File: config.mk
export PLATFORM = sky130hd
export DESIGN_NAME = trap_ctrl
export DESIGN_NICKNAME = d
export VERILOG_FILES = /design/src/rtl/trap_pkg.sv /design/src/rtl/trap_prio_enc.sv /design/src/rtl/trap_ctrl.sv
export SDC_FILE = /design/constraint.sdc
export NUM_CORES = 1
export LEC_CHECK = 0
export BUFFER_PORTS_ARGS = -buffer_cell sky130_fd_sc_hd__buf_2
export CAP_MARGIN = 5
export CORE_AREA = 2 2 302 304
export CTS_BUF_LIST = sky130_fd_sc_hd__clkbuf_8
export DETAILED_ROUTE_END_ITERATION = 12
export DIE_AREA = 0 0 304 306
export PLACE_DENSITY_LB_ADDON = 0.3
export SYNTH_ARGS = -nofsm -noshare
export SYNTH_HDL_FRONTEND = slang
export SYNTH_SLANG_ARGS = --single-unit
File: constraint.sdc
create_clock -name clk -period 2.2 [get_ports clk]
set_input_delay 0.55 -clock clk [delete_from_list [all_inputs] [get_ports clk]]
set_output_delay 0.55 -clock clk [all_outputs]
set_load 0.1 [all_outputs]
File: src/rtl/trap_pkg.sv
// rtl/trap_pkg.sv - shared types, CSR bit positions and trap priority tables
package trap_pkg;

  typedef enum logic [1:0] {
    ST_IDLE,
    ST_ENTER,
    ST_RET,
    ST_REDIRECT
  } trap_state_e;

  localparam int unsigned MSTATUS_MIE    = 3;
  localparam int unsigned MSTATUS_MPIE   = 7;
  localparam int unsigned MSTATUS_MPP_LO = 11;
  localparam int unsigned MSTATUS_MPP_HI = 12;

  localparam logic [3:0] CAUSE_INST_MISALIGN  = 4'd0;
  localparam logic [3:0] CAUSE_INST_FAULT     = 4'd1;
  localparam logic [3:0] CAUSE_ILLEGAL_INST   = 4'd2;
  localparam logic [3:0] CAUSE_BREAKPOINT     = 4'd3;
  localparam logic [3:0] CAUSE_LOAD_MISALIGN  = 4'd4;
  localparam logic [3:0] CAUSE_LOAD_FAULT     = 4'd5;
  localparam logic [3:0] CAUSE_STORE_MISALIGN = 4'd6;
  localparam logic [3:0] CAUSE_STORE_FAULT    = 4'd7;
  localparam logic [3:0] CAUSE_ECALL_U        = 4'd8;
  localparam logic [3:0] CAUSE_ECALL_S        = 4'd9;
  localparam logic [3:0] CAUSE_ECALL_M        = 4'd11;
  localparam logic [3:0] CAUSE_INST_PAGE      = 4'd12;
  localparam logic [3:0] CAUSE_LOAD_PAGE      = 4'd13;
  localparam logic [3:0] CAUSE_STORE_PAGE     = 4'd15;

  localparam logic [3:0] IRQ_MSI = 4'd3;
  localparam logic [3:0] IRQ_MTI = 4'd7;
  localparam logic [3:0] IRQ_MEI = 4'd11;

  // Nibble 0 holds the highest-priority exception cause.
  localparam int unsigned EXC_PRIO_NUM = 14;
  localparam logic [63:0] EXC_PRIO_ORDER = {
    8'h00,
    CAUSE_STORE_FAULT, CAUSE_LOAD_FAULT, CAUSE_STORE_PAGE, CAUSE_LOAD_PAGE,
    CAUSE_STORE_MISALIGN, CAUSE_LOAD_MISALIGN, CAUSE_ECALL_M, CAUSE_ECALL_S,
    CAUSE_ECALL_U, CAUSE_ILLEGAL_INST, CAUSE_INST_MISALIGN, CAUSE_INST_FAULT,
    CAUSE_INST_PAGE, CAUSE_BREAKPOINT
  };

  typedef enum logic [1:0] {
    MTVAL_ZERO,
    MTVAL_PC,
    MTVAL_INST,
    MTVAL_ADDR
  } mtval_src_e;

  function automatic mtval_src_e mtval_src(input logic [3:0] code);
    case (code)
      CAUSE_INST_MISALIGN, CAUSE_INST_FAULT, CAUSE_INST_PAGE: return MTVAL_PC;
      CAUSE_ILLEGAL_INST:                                      return MTVAL_INST;
      CAUSE_LOAD_MISALIGN, CAUSE_LOAD_FAULT, CAUSE_STORE_MISALIGN,
      CAUSE_STORE_FAULT, CAUSE_LOAD_PAGE, CAUSE_STORE_PAGE:    return MTVAL_ADDR;
      default:                                                 return MTVAL_ZERO;
    endcase
  endfunction

  // Highest interrupt line first, so MEI > MTI > MSI falls out naturally.
  function automatic logic [63:0] irq_prio_order(input int unsigned num);
    logic [63:0] ord;
    ord = '0;
    for (int unsigned i = 0; i < 16; i++) begin
      if (i < num) ord[i*4 +: 4] = 4'(num - 1 - i);
    end
    return ord;
  endfunction

endpackage

File: src/rtl/trap_prio_enc.sv
// rtl/trap_prio_enc.sv - ordered priority encoder over a table of cause codes
module trap_prio_enc #(
  parameter int unsigned NUM   = 16,
  parameter logic [63:0] ORDER = 64'h0
) (
  input  logic [15:0] req_i,
  output logic        valid_o,
  output logic [3:0]  code_o
);

  // Walk from lowest to highest priority so the first table entry wins.
  always_comb begin
    valid_o = 1'b0;
    code_o  = 4'd0;
    for (int i = int'(NUM) - 1; i >= 0; i--) begin
      if (req_i[ORDER[i*4 +: 4]]) begin
        valid_o = 1'b1;
        code_o  = ORDER[i*4 +: 4];
      end
    end
  end

endmodule

File: src/rtl/trap_ctrl.sv
// rtl/trap_ctrl.sv - machine-mode trap/mret sequencer at the commit point
module trap_ctrl
  import trap_pkg::*;
#(
  parameter int unsigned XLEN    = 64,
  parameter int unsigned NUM_IRQ = 16
) (
  input  logic                clk,
  input  logic                rst_n,
  input  logic                commit_valid,
  input  logic [XLEN-1:0]     commit_pc,
  input  logic [31:0]         commit_inst,
  input  logic [15:0]         commit_excp,
  input  logic                commit_mret,
  input  logic [XLEN-1:0]     mem_addr,
  input  logic [NUM_IRQ-1:0]  irq_pending,
  input  logic [XLEN-1:0]     mie_rd,
  input  logic [XLEN-1:0]     mstatus_rd,
  input  logic [XLEN-1:0]     mtvec_rd,
  input  logic [XLEN-1:0]     mepc_rd,
  output logic                csr_wen,
  output logic [XLEN-1:0]     mcause_wd,
  output logic [XLEN-1:0]     mepc_wd,
  output logic [XLEN-1:0]     mtval_wd,
  output logic [XLEN-1:0]     mstatus_wd,
  output logic                flush,
  output logic                busy,
  output logic                redirect_valid,
  output logic [XLEN-1:0]     redirect_pc,
  input  logic                redirect_ready
);

  trap_state_e     state_q;
  logic            csr_wen_q, flush_q, busy_q, redirect_valid_q;
  logic [XLEN-1:0] mcause_q, mepc_q, mtval_q, mstatus_q, redirect_pc_q;

  logic [15:0]     irq_vec;
  logic            irq_valid, exc_valid, is_irq, take_trap, take_ret;
  logic [3:0]      irq_code, exc_code, code;
  logic [XLEN-1:0] mcause_d, mtval_d, mstatus_entry_d, mstatus_ret_d;
  logic [XLEN-1:0] trap_base, trap_pc_d, ret_pc_d;
  logic            unused_bits;

  assign unused_bits = ^{mie_rd[XLEN-1:NUM_IRQ], mepc_rd[1:0]};

  always_comb begin
    irq_vec = '0;
    irq_vec[NUM_IRQ-1:0] = irq_pending & mie_rd[NUM_IRQ-1:0]
                         & {NUM_IRQ{mstatus_rd[MSTATUS_MIE]}};
  end

  trap_prio_enc #(.NUM(NUM_IRQ), .ORDER(irq_prio_order(NUM_IRQ))) u_irq_enc (
    .req_i   (irq_vec),
    .valid_o (irq_valid),
    .code_o  (irq_code)
  );

  trap_prio_enc #(.NUM(EXC_PRIO_NUM), .ORDER(EXC_PRIO_ORDER)) u_exc_enc (
    .req_i   (commit_excp),
    .valid_o (exc_valid),
    .code_o  (exc_code)
  );

  assign is_irq    = irq_valid;
  assign code      = irq_valid ? irq_code : exc_code;
  assign take_trap = commit_valid & ~busy_q & (irq_valid | exc_valid);
  assign take_ret  = commit_valid & ~busy_q & ~irq_valid & ~exc_valid & commit_mret;

  assign mcause_d  = {is_irq, (XLEN-1)'(code)};
  assign trap_base = {mtvec_rd[XLEN-1:2], 2'b00};
  assign trap_pc_d = (is_irq && mtvec_rd[1:0] == 2'b01)
                   ? trap_base + (XLEN'(code) << 2) : trap_base;
  assign ret_pc_d  = {mepc_rd[XLEN-1:2], 2'b00};

  always_comb begin
    mtval_d = '0;
    if (!is_irq) begin
      case (mtval_src(code))
        MTVAL_PC:   mtval_d = commit_pc;
        MTVAL_INST: mtval_d = XLEN'(commit_inst);
        MTVAL_ADDR: mtval_d = mem_addr;
        default:    mtval_d = '0;
      endcase
    end
  end

  always_comb begin
    mstatus_entry_d = mstatus_rd;
    mstatus_entry_d[MSTATUS_MPIE] = mstatus_rd[MSTATUS_MIE];
    mstatus_entry_d[MSTATUS_MIE]  = 1'b0;
    mstatus_entry_d[MSTATUS_MPP_HI:MSTATUS_MPP_LO] = 2'b11;
    mstatus_ret_d = mstatus_rd;
    mstatus_ret_d[MSTATUS_MIE]  = mstatus_rd[MSTATUS_MPIE];
    mstatus_ret_d[MSTATUS_MPIE] = 1'b1;
    mstatus_ret_d[MSTATUS_MPP_HI:MSTATUS_MPP_LO] = 2'b11;
  end

  // On mret only mstatus is meaningful; the other write data keep their last value.
  always_ff @(posedge clk or negedge rst_n) begin
    if (!rst_n) begin
      state_q          <= ST_IDLE;
      csr_wen_q        <= 1'b0;
      flush_q          <= 1'b0;
      busy_q           <= 1'b0;
      redirect_valid_q <= 1'b0;
      mcause_q         <= '0;
      mepc_q           <= '0;
      mtval_q          <= '0;
      mstatus_q        <= '0;
      redirect_pc_q    <= '0;
    end else begin
      case (state_q)
        ST_IDLE: begin
          if (take_trap) begin
            state_q       <= ST_ENTER;
            csr_wen_q     <= 1'b1;
            flush_q       <= 1'b1;
            busy_q        <= 1'b1;
            mcause_q      <= mcause_d;
            mepc_q        <= commit_pc;
            mtval_q       <= mtval_d;
            mstatus_q     <= mstatus_entry_d;
            redirect_pc_q <= trap_pc_d;
          end else if (take_ret) begin
            state_q       <= ST_RET;
            csr_wen_q     <= 1'b1;
            flush_q       <= 1'b1;
            busy_q        <= 1'b1;
            mstatus_q     <= mstatus_ret_d;
            redirect_pc_q <= ret_pc_d;
          end
        end
        ST_ENTER, ST_RET: begin
          state_q          <= ST_REDIRECT;
          csr_wen_q        <= 1'b0;
          flush_q          <= 1'b0;
          redirect_valid_q <= 1'b1;
        end
        ST_REDIRECT: begin
          if (redirect_ready) begin
            state_q          <= ST_IDLE;
            redirect_valid_q <= 1'b0;
            busy_q           <= 1'b0;
          end
        end
        default: state_q <= ST_IDLE;
      endcase
    end
  end

  assign csr_wen        = csr_wen_q;
  assign flush          = flush_q;
  assign busy           = busy_q;
  assign redirect_valid = redirect_valid_q;
  assign redirect_pc    = redirect_pc_q;
  assign mcause_wd      = mcause_q;
  assign mepc_wd        = mepc_q;
  assign mtval_wd       = mtval_q;
  assign mstatus_wd     = mstatus_q;

endmodule

==> impl_metrics.json <==
{
  "outcome": "complete, but fails checks",
  "failed_checks": "setup timing",
  "portBuffers": 661,
  "cts-buffers-inserted": 55,
  "cts_tree": "built",
  "endpoint_kind": "register",
  "routed_wirelength_mm": 67.9,
  "stdcell_count": 3584,
  "worst_pin_slew_ns": 0.616,
  "timing.final.crit_share_pct": 145,
  "die_x_microns": 304,
  "initial_utilization_pct": 14.9,
  "cts_buffer_depth": 3,
  "drc_errors": 0,
  "grt_max_degree": 54,
  "critPathBufInv": 3,
  "power_density_nw_per_um2": 1680,
  "clk_latency_ns": 0.67,
  "clk_pin_slew_worst_paths_ns": 0.06,
  "critPathKind": "in2reg",
  "grt.overflow.total": 0,
  "place_inst": 3405,
  "antenna_found_initial": 15,
  "antenna_left": 0,
  "yosys_register_bits": 263,
  "yosysWarnings": 0,
  "yosys.area.top_type_share_pct": 49.3,
  "fin_nets": 2821,
  "cp_max_fo": 4,
  "fin_ws_ns": -0.988,
  "wl_met3_mm": 4.80,
  "yosysTopAreaCell": "dfrtp_1",
  "synth_area_leaders": "dfrtp_1 49%, nand2_1 10%, mux2_2 5.5%",
  "grt_pass1_vias": 14400,
  "fin_crit_ns": 3.19,
  "final-setup-viol-count": 158,
  "worst-path-stages": 18,
  "dr.max_layer_used": "met5",
  "cp_cell_sequence": "buf_6 > a22o_4 > o41ai_4 > nand2_4 > o221ai_4 > and2_4 > ha_4 > inv_2 > fa_2 > nor2b_4 > o21ai_2 > a221o_1 > nor4_2 > buf_4 > and4_4 > nand3_2 > xor2_1 > o21ai_1",
  "clockRootBuffer": "clkbuf_8",
  "wl_met1_mm": 27.0,
  "fillCellCount": 9709,
  "fin_skew_ns": 0.0192,
  "drive_gt1_share_pct": 51.5,
  "ys_seq_area_share_pct": 49.3,
  "routabilityCongestion": 0.814,
  "dieArea_sq_um": 93000,
  "hold_viol_final": 0,
  "dpl.hpwl_mm": 52.0,
  "finalInstanceArea_sq_um": 23100,
  "dr_total_vias": 14300,
  "via_per_inst": 3.99,
  "ir_drop_v": 0.000904,
  "ios": 777,
  "synthFlopType": "dfrtp_1",
  "path_delay_family": "compound AO/OA/AOI/OAI gates",
  "netlist_top_cells_count": "364 x nand2_1, 263 x dfrtp_1, 126 x o21ai_0, 66 x buf_4",
  "hold_path_class": "in2reg",
  "synth_most_common_cell": "nand2_1",
  "power_leakage_uw": 0.0115,
  "routedWlPerCell_microns": 18.9,
  "finalMaxSlewViolations": 0,
  "drv_cap": 0,
  "async_flop_share_pct": 100,
  "htree_levels": 2,
  "hold_depth": 3,
  "reg2regPathDepth": 8,
  "grt_pass1_wl_mm": 94.9,
  "die_h_microns": 306,
  "clock-sinks": 263,
  "dr.pass1.iters": 10,
  "arrival_ns": 3.74,
  "first_iter_violations": 699,
  "coreArea_sq_um": 89600,
  "slowest_stage": "o41ai_4",
  "required_ns": 2.75,
  "met2WireLength_mm": 34.6,
  "track_usage_pct": 13.6,
  "max_slew_margin_pct": 58.7,
  "placed_area_sq_um": 20200,
  "fmax_mhz": 314,
  "power_uw": 38800,
  "rows": 110,
  "synth_edf_count": 0,
  "cpPeakStageDelay_ns": 0.44,
  "synth_area_sq_um": 13300,
  "synth_cell_type_count": 61,
  "hold_ws_ns": 0.0943,
  "synthCells": 1426,
  "cp-start-kind": "primary input",
  "rsz0062_at_grt": "true",
  "avgSynthCellArea_sq_um": 9.36,
  "area.growth.synth_to_final_pct": 72.9
}
==> worst reg2reg max path, cell delays in order (launching register included) <==
cell	delay [ns]
dfrtp_1	0.40
inv_1	0.08
ha_1	0.33
buf_4	0.24
nand2_8	0.08
buf_12	0.16
clkbuf_16	0.23
a222oi_1	0.37
a22oi_1	0.11
==> registers in the layout, indices dropped and copies added (netlist names) <==
register,count
mtval_wd,64
state_q,2
flush,1
redirect_valid,1
busy,1
mepc_wd,64
mstatus_wd,63
mcause_wd,5
redirect_pc,62
==> routing by layer <==
layer | global-route usage (%) | vias to the layer above
met3 | 4.22 | 90
met5 | 0 | -
met2 | 24.2 | 530
met1 | 15.6 | 6908
li1 | - | 6772
met4 | 3.54 | 12
==> cell usage in the layout, fill, tap and decap left out, types with 8 or more instances in the layout <==
cell type	Yosys	routed
clkbuf_8	0	71
and4_1	9	8
dlygate4sd3_1	0	45
buf_6	4	30
xnor2_1	38	29
nor2_1	56	44
a22oi_1	65	30
mux2_4	0	53
mux2_2	65	12
inv_1	14	30
dfrtp_1	263	263
nand2_4	1	16
nand4_1	12	12
nor2_4	0	9
xor2_1	15	11
conb_1	1	61
buf_2	22	644
a22oi_2	0	35
and3_1	18	18
a21oi_1	42	39
nor3_1	17	9
a222oi_1	26	26
o21ai_1	6	83
nor3_4	0	8
buf_4	66	196
nand3_1	27	22
buf_12	0	32
nand2_1	364	322
o21ai_0	126	43
xnor2_2	0	9
nand2_2	0	26
==> final timing paths <==
path | to | from | slack (ns)
max in group asynchronous | redirect_pc[6]$_DFFE_PN0P_ | rst_n | 1.16
min in group asynchronous | mtval_wd[41]$_DFFE_PN0P_ | rst_n | 0.39
worst min register to register | mstatus_wd[47]$_DFFE_PN0P_ | mstatus_wd[47]$_DFFE_PN0P_ | 0.47
worst min-delay path | mstatus_wd[57]$_DFFE_PN0P_ | mstatus_rd[57] | 0.09
worst max register to register | mtval_wd[1]$_DFFE_PN0P_ | state_q[1]$_DFFE_PN0P_ | 0.05
worst max-delay path | redirect_pc[52]$_DFFE_PN0P_ | irq_pending[11] | -0.99
==> cells by family (layout without fill, tap and decap cells) <==
logic type      Yosys count  after routing  synth area share (%)
simple gates            538            538                  17.3
compound gates          327            329                  16.2
flops                   263            263                  49.3
buf+inv                 165           1079                  6.94
mux                      71             71                  5.93
xor+xnor                 53             53                  3.48
fa+ha+maj                 8              8                 0.806
other cells               1             67                0.0281
==> final cells by class <==
class                   count  area [sq um]  area share [%]
well taps                1176          1470            6.38
flip-flops and latches    263          6580            28.5
multi-input cells        1060          7270            31.5
repair buffers            965          6550            28.4
clock inverters            28           154           0.667
inverters                  15          61.3           0.266
clock buffers              71           977            4.23
diodes                      6          15.0          0.0651
==> metrics by stage <==
step	TNS, ns	setup WS, ns	util (%)
3_5_place_dp	-267.82	-1.85	22.5
3_3_place_gp	-272.45	-1.83	22.5
5_1_grt	-88.86	-1.08	25.8
4_1_cts	-69.41	-0.877	24.9
2_1_floorplan	-155.00	-1.52	-
6_report	-82.08	-0.988	25.8
==> power breakdown <==
part	internal (uW)	switching, uW	total [uW]
registers	6910	1200	8100
clock network	3000	2440	5440
logic	5030	20200	25200
total	14900	23800	38800
==> repair_timing <==
item	CTS	global route
hold endpoints to repair	72	0
pin swaps	36	59
hold buffers	45	0
endpoints found under the setup margin	173	186
gates resized for setup	89	121
buffers inserted	7	11
gates cloned	4	9
Power figures use the tool's default switching activity.
